$ cat src/rtl/hdmi_video_timing.sv
// rtl/hdmi_video_timing.sv - HDMI raster generator realigned by vreset, with lock tracking and slip counting
module hdmi_video_timing #(
    parameter int H_ACTIVE    = 800,
    parameter int H_FP        = 40,
    parameter int H_SYNC      = 128,
    parameter int H_BP        = 88,
    parameter int V_ACTIVE    = 600,
    parameter int V_FP        = 1,
    parameter int V_SYNC      = 4,
    parameter int V_BP        = 23,
    parameter bit HS_POL      = 1'b1,
    parameter bit VS_POL      = 1'b1,
    parameter int LOCK_FRAMES = 2
) (
    input  logic        clk,
    input  logic        resetn,
    input  logic        vreset,
    output logic        hs,
    output logic        vs,
    output logic        de,
    output logic [11:0] x,
    output logic [10:0] y,
    output logic        frame_start,
    output logic        locked,
    output logic [7:0]  slip_cnt
);

    localparam int HT = H_ACTIVE + H_FP + H_SYNC + H_BP;
    localparam int VT = V_ACTIVE + V_FP + V_SYNC + V_BP;

    typedef enum logic [1:0] {
        HUNT   = 2'd0,
        SETTLE = 2'd1,
        LOCKED = 2'd2
    } state_t;

    logic [11:0] hcnt;
    logic [10:0] vcnt;
    logic        vreset_d;
    state_t      state, state_nx;
    logic [3:0]  settle_cnt, settle_nx;

    logic at_end;
    logic vr_edge;
    logic misaligned;

    // The last pixel of the frame is the only position where a realign is seamless.
    assign at_end     = (hcnt == 12'(HT - 1)) && (vcnt == 11'(VT - 1));
    assign vr_edge    = vreset && !vreset_d;
    assign misaligned = vr_edge && !at_end;

    always_ff @(posedge clk) begin
        if (!resetn) begin
            hcnt     <= '0;
            vcnt     <= '0;
            vreset_d <= 1'b0;
        end else begin
            vreset_d <= vreset;
            if (vreset) begin
                hcnt <= '0;
                vcnt <= '0;
            end else if (hcnt == 12'(HT - 1)) begin
                hcnt <= '0;
                vcnt <= (vcnt == 11'(VT - 1)) ? 11'd0 : vcnt + 11'd1;
            end else begin
                hcnt <= hcnt + 12'd1;
            end
        end
    end

    // Every output is decoded from the same counter value so they stay cycle-aligned.
    always_ff @(posedge clk) begin
        if (!resetn) begin
            de          <= 1'b0;
            hs          <= !HS_POL;
            vs          <= !VS_POL;
            x           <= '0;
            y           <= '0;
            frame_start <= 1'b0;
        end else begin
            de          <= (hcnt < 12'(H_ACTIVE)) && (vcnt < 11'(V_ACTIVE));
            hs          <= ((hcnt >= 12'(H_ACTIVE + H_FP)) &&
                            (hcnt < 12'(H_ACTIVE + H_FP + H_SYNC))) ? HS_POL : !HS_POL;
            vs          <= ((vcnt >= 11'(V_ACTIVE + V_FP)) &&
                            (vcnt < 11'(V_ACTIVE + V_FP + V_SYNC))) ? VS_POL : !VS_POL;
            x           <= hcnt;
            y           <= vcnt;
            frame_start <= (hcnt == 12'd0) && (vcnt == 11'd0);
        end
    end

    always_ff @(posedge clk) begin
        if (!resetn) begin
            state      <= HUNT;
            settle_cnt <= '0;
            locked     <= 1'b0;
        end else begin
            state      <= state_nx;
            settle_cnt <= settle_nx;
            locked     <= (state_nx == LOCKED);
        end
    end

    always_comb begin
        state_nx  = state;
        settle_nx = settle_cnt;
        case (state)
            HUNT: begin
                if (vr_edge) begin
                    state_nx  = SETTLE;
                    settle_nx = '0;
                end
            end
            SETTLE: begin
                if (misaligned) begin
                    settle_nx = '0;
                end else if (at_end) begin
                    if (settle_cnt + 4'd1 == 4'(LOCK_FRAMES)) begin
                        state_nx  = LOCKED;
                        settle_nx = '0;
                    end else begin
                        settle_nx = settle_cnt + 4'd1;
                    end
                end
            end
            LOCKED: begin
                if (misaligned) begin
                    state_nx  = SETTLE;
                    settle_nx = '0;
                end
            end
            default: begin
                state_nx  = HUNT;
                settle_nx = '0;
            end
        endcase
    end

    always_ff @(posedge clk) begin
        if (!resetn) begin
            slip_cnt <= '0;
        end else if (misaligned && (slip_cnt != 8'hff)) begin
            slip_cnt <= slip_cnt + 8'd1;
        end
    end

endmodule

$ cat config.mk
export PLATFORM = sky130hd
export DESIGN_NAME = hdmi_video_timing
export DESIGN_NICKNAME = d
export VERILOG_FILES = /design/src/rtl/hdmi_video_timing.sv
export SDC_FILE = /design/constraint.sdc
export NUM_CORES = 1
export LEC_CHECK = 0
export CORE_ASPECT_RATIO = 0.6
export CORE_MARGIN = 5
export CORE_UTILIZATION = 41
export CTS_CLUSTER_SIZE = 28
export DETAILED_ROUTE_END_ITERATION = 10
export PLACE_DENSITY = 0.66
export SLEW_MARGIN = 20
export SYNTH_ARGS = -nofsm -noshare
export SYNTH_HDL_FRONTEND = slang
export SYNTH_SLANG_ARGS = --single-unit
$ cat constraint.sdc
create_clock -name clk -period 2.73 [get_ports clk]
set_input_delay 0.546 -clock clk [delete_from_list [all_inputs] [get_ports clk]]
set_output_delay 0.546 -clock clk [all_outputs]
set_load 0.005 [all_outputs]
==> Word level (Yosys, flattened, before mapping) <==
Index checks and enable logic that the tools add are counted.
{ "classes": {"bitwise_logic": 1, "reduce_logical": 16, "eq_ne": 10, "n_mux": 15, "n_addsub": 4, "order_cmp": 6} }
{ "op_table": {"columns": ["operator", "count"], "rows": [
  ["$lt 12x10->1 const B", 2],
  ["$lt 11x10->1 const B", 2],
  ["$mux 4", 5],
  ["$add 12x1->12 const B", 1],
  ["$eq 12x11->1 const B", 1],
  ["$ge 12x10->1 const B", 1],
  ["$logic_not 12->1", 1],
  ["$pmux 4 s3", 1],
  ["$add 11x1->11 const B", 1],
  ["$eq 11x10->1 const B", 1],
  ["$ge 11x10->1 const B", 1],
  ["$logic_not 11->1", 1],
  ["$mux 11", 1],
  ["$mux 2", 5],
  ["$add 8x1->8 const B", 1],
  ["$logic_and 1x1->1", 8],
  ["$ne 8x8->1 const B", 1],
  ["$pmux 2 s3", 1],
  ["$add 4x1->4 const B", 1],
  ["$eq 2x2->1 const B", 2],
  ["$eq 4x2->1 const B", 1],
  ["$ne 2x2->1 const B", 2],
  ["$ne 3x3->1 const B", 1],
  ["$reduce_and 3->1", 1],
  ["7 further kinds", 9]
]} }
{ "totals": {"reg_bits": 66, "input_bits": 3, "output_inout_bits": 36} }

==> Depth between registers and ports, before layout <==
{ "logic_depth": {"word_depth": 7, "ltp_mapped": 7} }

==> Least setup slack after synthesis <==
OpenSTA, ideal clock, no wires.
{ "synth_timing": {"path_kind": "register to register", "from": "reg hcnt[5]", "to": "reg state[0]", "n_path_buf": 2, "path_stages_with_launch": 8, "arrival_time_ps": 1914, "period_less_slack_ps": 2031, "t_required_ps": 2614, "setup_time_ps": 116, "slack_ps": 699, "cell_sequence": "dfxtp_1 > buf_6 > or3b_1 > or3_1 > buf_6 > nor3_4 > a21boi_1 > o211a_1"} }
{ "synth_via": {"elab_chain_cells": 6, "elab_cells_between_ends": 8, "cone_classes": "eq/ne (1); mux (4); reduce/logical (3)"} }
{ "synth_rtl": {"columns": ["element", "line", "rtl"], "rows": [
  ["start, declared", "37", "logic [11:0] hcnt;"],
  ["start signal, assigned", "66", "hcnt <= hcnt + 12'd1;"],
  ["$eq 12x11->1 *", "48", "assign at_end = (hcnt == 12'(HT - 1)) && (vcnt == 11'(VT - 1));"],
  ["$logic_and 1x1->1 *", "48", null],
  ["$logic_not 1->1", "50", "assign misaligned = vr_edge && !at_end;"],
  ["$logic_and 1x1->1", "50", null],
  ["$mux 2 (on tied branches)", "127, 115", null],
  ["$pmux 2 s3 *", "107", "case (state)"],
  ["end signal, assigned", "98", "state <= state_nx;"],
  ["end, declared", "40", "state_t state, state_nx;"]
]} }
Mark *: on every way between the ends. The rest lies on a longest branch, timed or not.
A chain may end at the register's enable or synchronous reset.

==> Worst setup path in the final report <==
{ "layout_timing": {"from": "reg hcnt[7]", "to": "reg state[0]"} }
The elaborated chain is that of the path after synthesis.

==> results.md <==
* Outcome: completed
* Commonest non-fill, non-tap cell in the layout: dfxtp_1
* RSZ-0062 raised after global routing: false
* DR pass1 iterations at 5
* Post-cts sizing count at 0
* Die Footprint at 0.00892 mm^2
* Antenna Violating Nets Remaining at 0
* Number of synthesized flops with an enable pin at 0
* Synthesis-stage register bit count at 66
* Unique cell type count in the Yosys netlist at 53
* CP Launch Type: flop
* Die Height at 75.2 um
* Latest clock arrival within the worst-skew pair at 330 ps
* Layout cells sized above 1 at 8.01%
* Hold path startpoint: hcnt[0]$_SDFF_PP0_
* Ys Warns at 0
* CTS Sinks at 66
* CTS tree: built
* Count of final hold-check violations at 0
* Total negative slack at 0 ps
* Drt drc at 0
* R2r setup slk at 490 ps
* Worst Skew at 6.09 ps
* Power Density at 595 mW/mm^2
* FFs w/ async S/R, synth at 0%
* Root buf cell: clkbuf_16
* Vias in the first global route at 2190
* Sequential fraction of the synthesis area at 45.5%
* Worst hold endpoint: hcnt[0]$_SDFF_PP0_
* Core area at 0.00679 mm^2
* PnR Total Power at 2.16 mW
* Area delta synth->final at 24.8%
* H-tree Lvls at 3
* DRT iter0 DRCs at 164
* Die width at 119 um
* Critical Path End Type: flop
* WL final at 6320 um
* Buffers on Ports at 38
* Avg Synthesized Cell Area at 9.08 um^2
* Clock buffer depth at 2
* Largest net degree at the start of global routing at 36
* Worst R2R Start: hcnt[7]$_SDFF_PP0_
* Vias per cell at 5.26
* Clock-pin slew reported for the worst setup and hold paths after clock tree synthesis at 50 ps
* Max-slew violation count at 0
* HPWL after detailed placement at 4460 um
* Max frequency at 447 MHz
* Starting Density at 42.8%
* Worst-Margin Slew at 563 ps
* All-layer global routing usage at 15.6%
* Worst-path maximum fanout at 7
* Final setup fails at 0
* CP required at 2950 ps
* N_diodes at 0
* Syn Nets at 331
* CP arrival at 2460 ps
* VDD IR-drop max at 0.410 mV
* Post-CTS Setup Inserts at 0
* Num CTS Buffers at 9
* Nets at 369
* Leakage dissipation at 1.37 nW
* FP Rows at 23
* Synth area leaders: dfxtp_1, nor2_1, xnor2_1
* GRT overflow at 0
* Critical path class: reg -> reg
* Vias at 2363
* Synthesized instance count at 320
* Max Cap Viol at 0
* Worst R2R End: state[0]$_SDFF_PN0_
* Worst hold path type: reg -> reg
* Final Cycle Share at 82.0%
* Reg2Reg Depth at 5
* Leading cell types in the layout, fill and taps excluded: dfxtp_1, nor2_1, clkdlybuf4s50_1
* Hold Path Depth at 1
* Hold Buf Count CTS at 0
* Slew headroom at 62.1%
* I/O pin count at 39
* First-pass GRT wire length at 10800 um
* Post-Synthesis Cell Area at 0.00290 mm^2
* Min cycle time layout at 2240 ps
* Yosys top cell by area: dfxtp_1
* Top FF cell, synth: dfxtp_1
* GP Congestion at 0.811
* Initial antenna violation count at 0
* Mean routed wirelength per cell at 14.1 um
* Synth top area share at 45.5%
[metrics by stage]
step / setup slack (ps) / utilization [%] / instances / hold slack, ps / area [um^2]
global placement: 511 / 49.1 / 434 / 473 / 3340
CTS: 489 / 53.4 / 449 / 492 / 3620
floorplan: 699 / - / 320 / 441 / 2900
detailed placement: 448 / 49.1 / 434 / 478 / 3340
global route: 331 / 53.4 / 449 / 506 / 3620
finish: 492 / 53.4 / 449 / 483 / 3620
[worst max-delay path by stage]
stage | startpoint | endpoint | slack, ps
2_1_floorplan | hcnt[5]$_SDFF_PP0_ | state[0]$_SDFF_PN0_ | 700
3_3_place_gp | vreset | settle_cnt[1]$_SDFFE_PN0P_ | 510
3_5_place_dp | vreset | slip_cnt[6]$_SDFFE_PN0P_ | 450
4_1_cts | hcnt[7]$_SDFF_PP0_ | state[0]$_SDFF_PN0_ | 490
5_1_grt | vcnt[0]$_SDFFE_PP0N_ | state[0]$_SDFF_PN0_ | 330
6_report | hcnt[7]$_SDFF_PP0_ | state[0]$_SDFF_PN0_ | 490
[report_power, final]
group | switching, mW | internal, mW | total (mW) | leakage, nW
logic | 0.0378 | 0.0281 | 0.0658 | 0.699
registers | 0.0119 | 0.974 | 0.986 | 0.533
clock network | 0.382 | 0.722 | 1.10 | 0.142
[synth_stat cells, types with 2 or more instances]
master    number
a21oi_1        7
a31oi_1        5
a41oi_1        2
and2_1        19
and3_1         5
buf_2          3
buf_6          3
clkbuf_1       8
dfxtp_1       66
ha_1           8
inv_1         12
mux2i_1        4
nand2_1       27
nand2b_1       5
nand3_1       13
nand4_1        9
nor2_1        39
nor2b_1        3
nor3_1        10
nor3b_1        2
nor4_1         4
nor4b_1        2
o211ai_1       2
o21ai_0        6
o31a_1         2
o31ai_1        2
o32ai_1        2
or3_1          3
or4b_2         2
xnor2_1       14
xor2_1         9
[routing by layer]
metal / up-vias / routed length (um) / global-route usage (%) / share of wire [%]
met4: 0 / 60 / 5.39 / 0.95
met1: 1105 / 3240 / 20.9 / 51
met2: 69 / 2590 / 22.1 / 41
met5: - / 0 / 0 / 0
li1: 1181 / - / - / -
met3: 8 / 431 / 7.21 / 6.8
[layout make-up]
type | instances | area, um^2
Timing Repair Buffer | 44 | 425
Multi-Input combinational cell | 225 | 1440
Sequential cell | 66 | 1320
Clock inverter | 3 | 40.0
Inverter | 12 | 45.0
Fill cell | 626 | 3170
Tap cell | 87 | 109
Clock buffer | 12 | 246
[flip-flops by register name, indices dropped and copies added, names as in the netlist, 2 cells and up]
name        flops
vcnt           11
hcnt           12
state           2
x              12
slip_cnt        8
settle_cnt      4
y              11
[worst max-delay path: stages, from the launching register on]
cell	delay (ps)
dfxtp_1	370
or4_4	600
or3_1	480
nor3_4	360
a21boi_1	110
o211a_1	210
[logic make-up after synthesis]
group                      after synthesis  share of synthesized area (%)
and+or+nand+nor                        154                           29.3
xor gates and xnor gates                23                           6.94
muxes                                    4                           1.38
buffers and inverters                   29                           5.04
DFF                                     66                           45.5
AOI/OAI and AO/OA                       36                           8.40
adders and majority gates                8                           3.45
(Power assumes the default switching activity.)
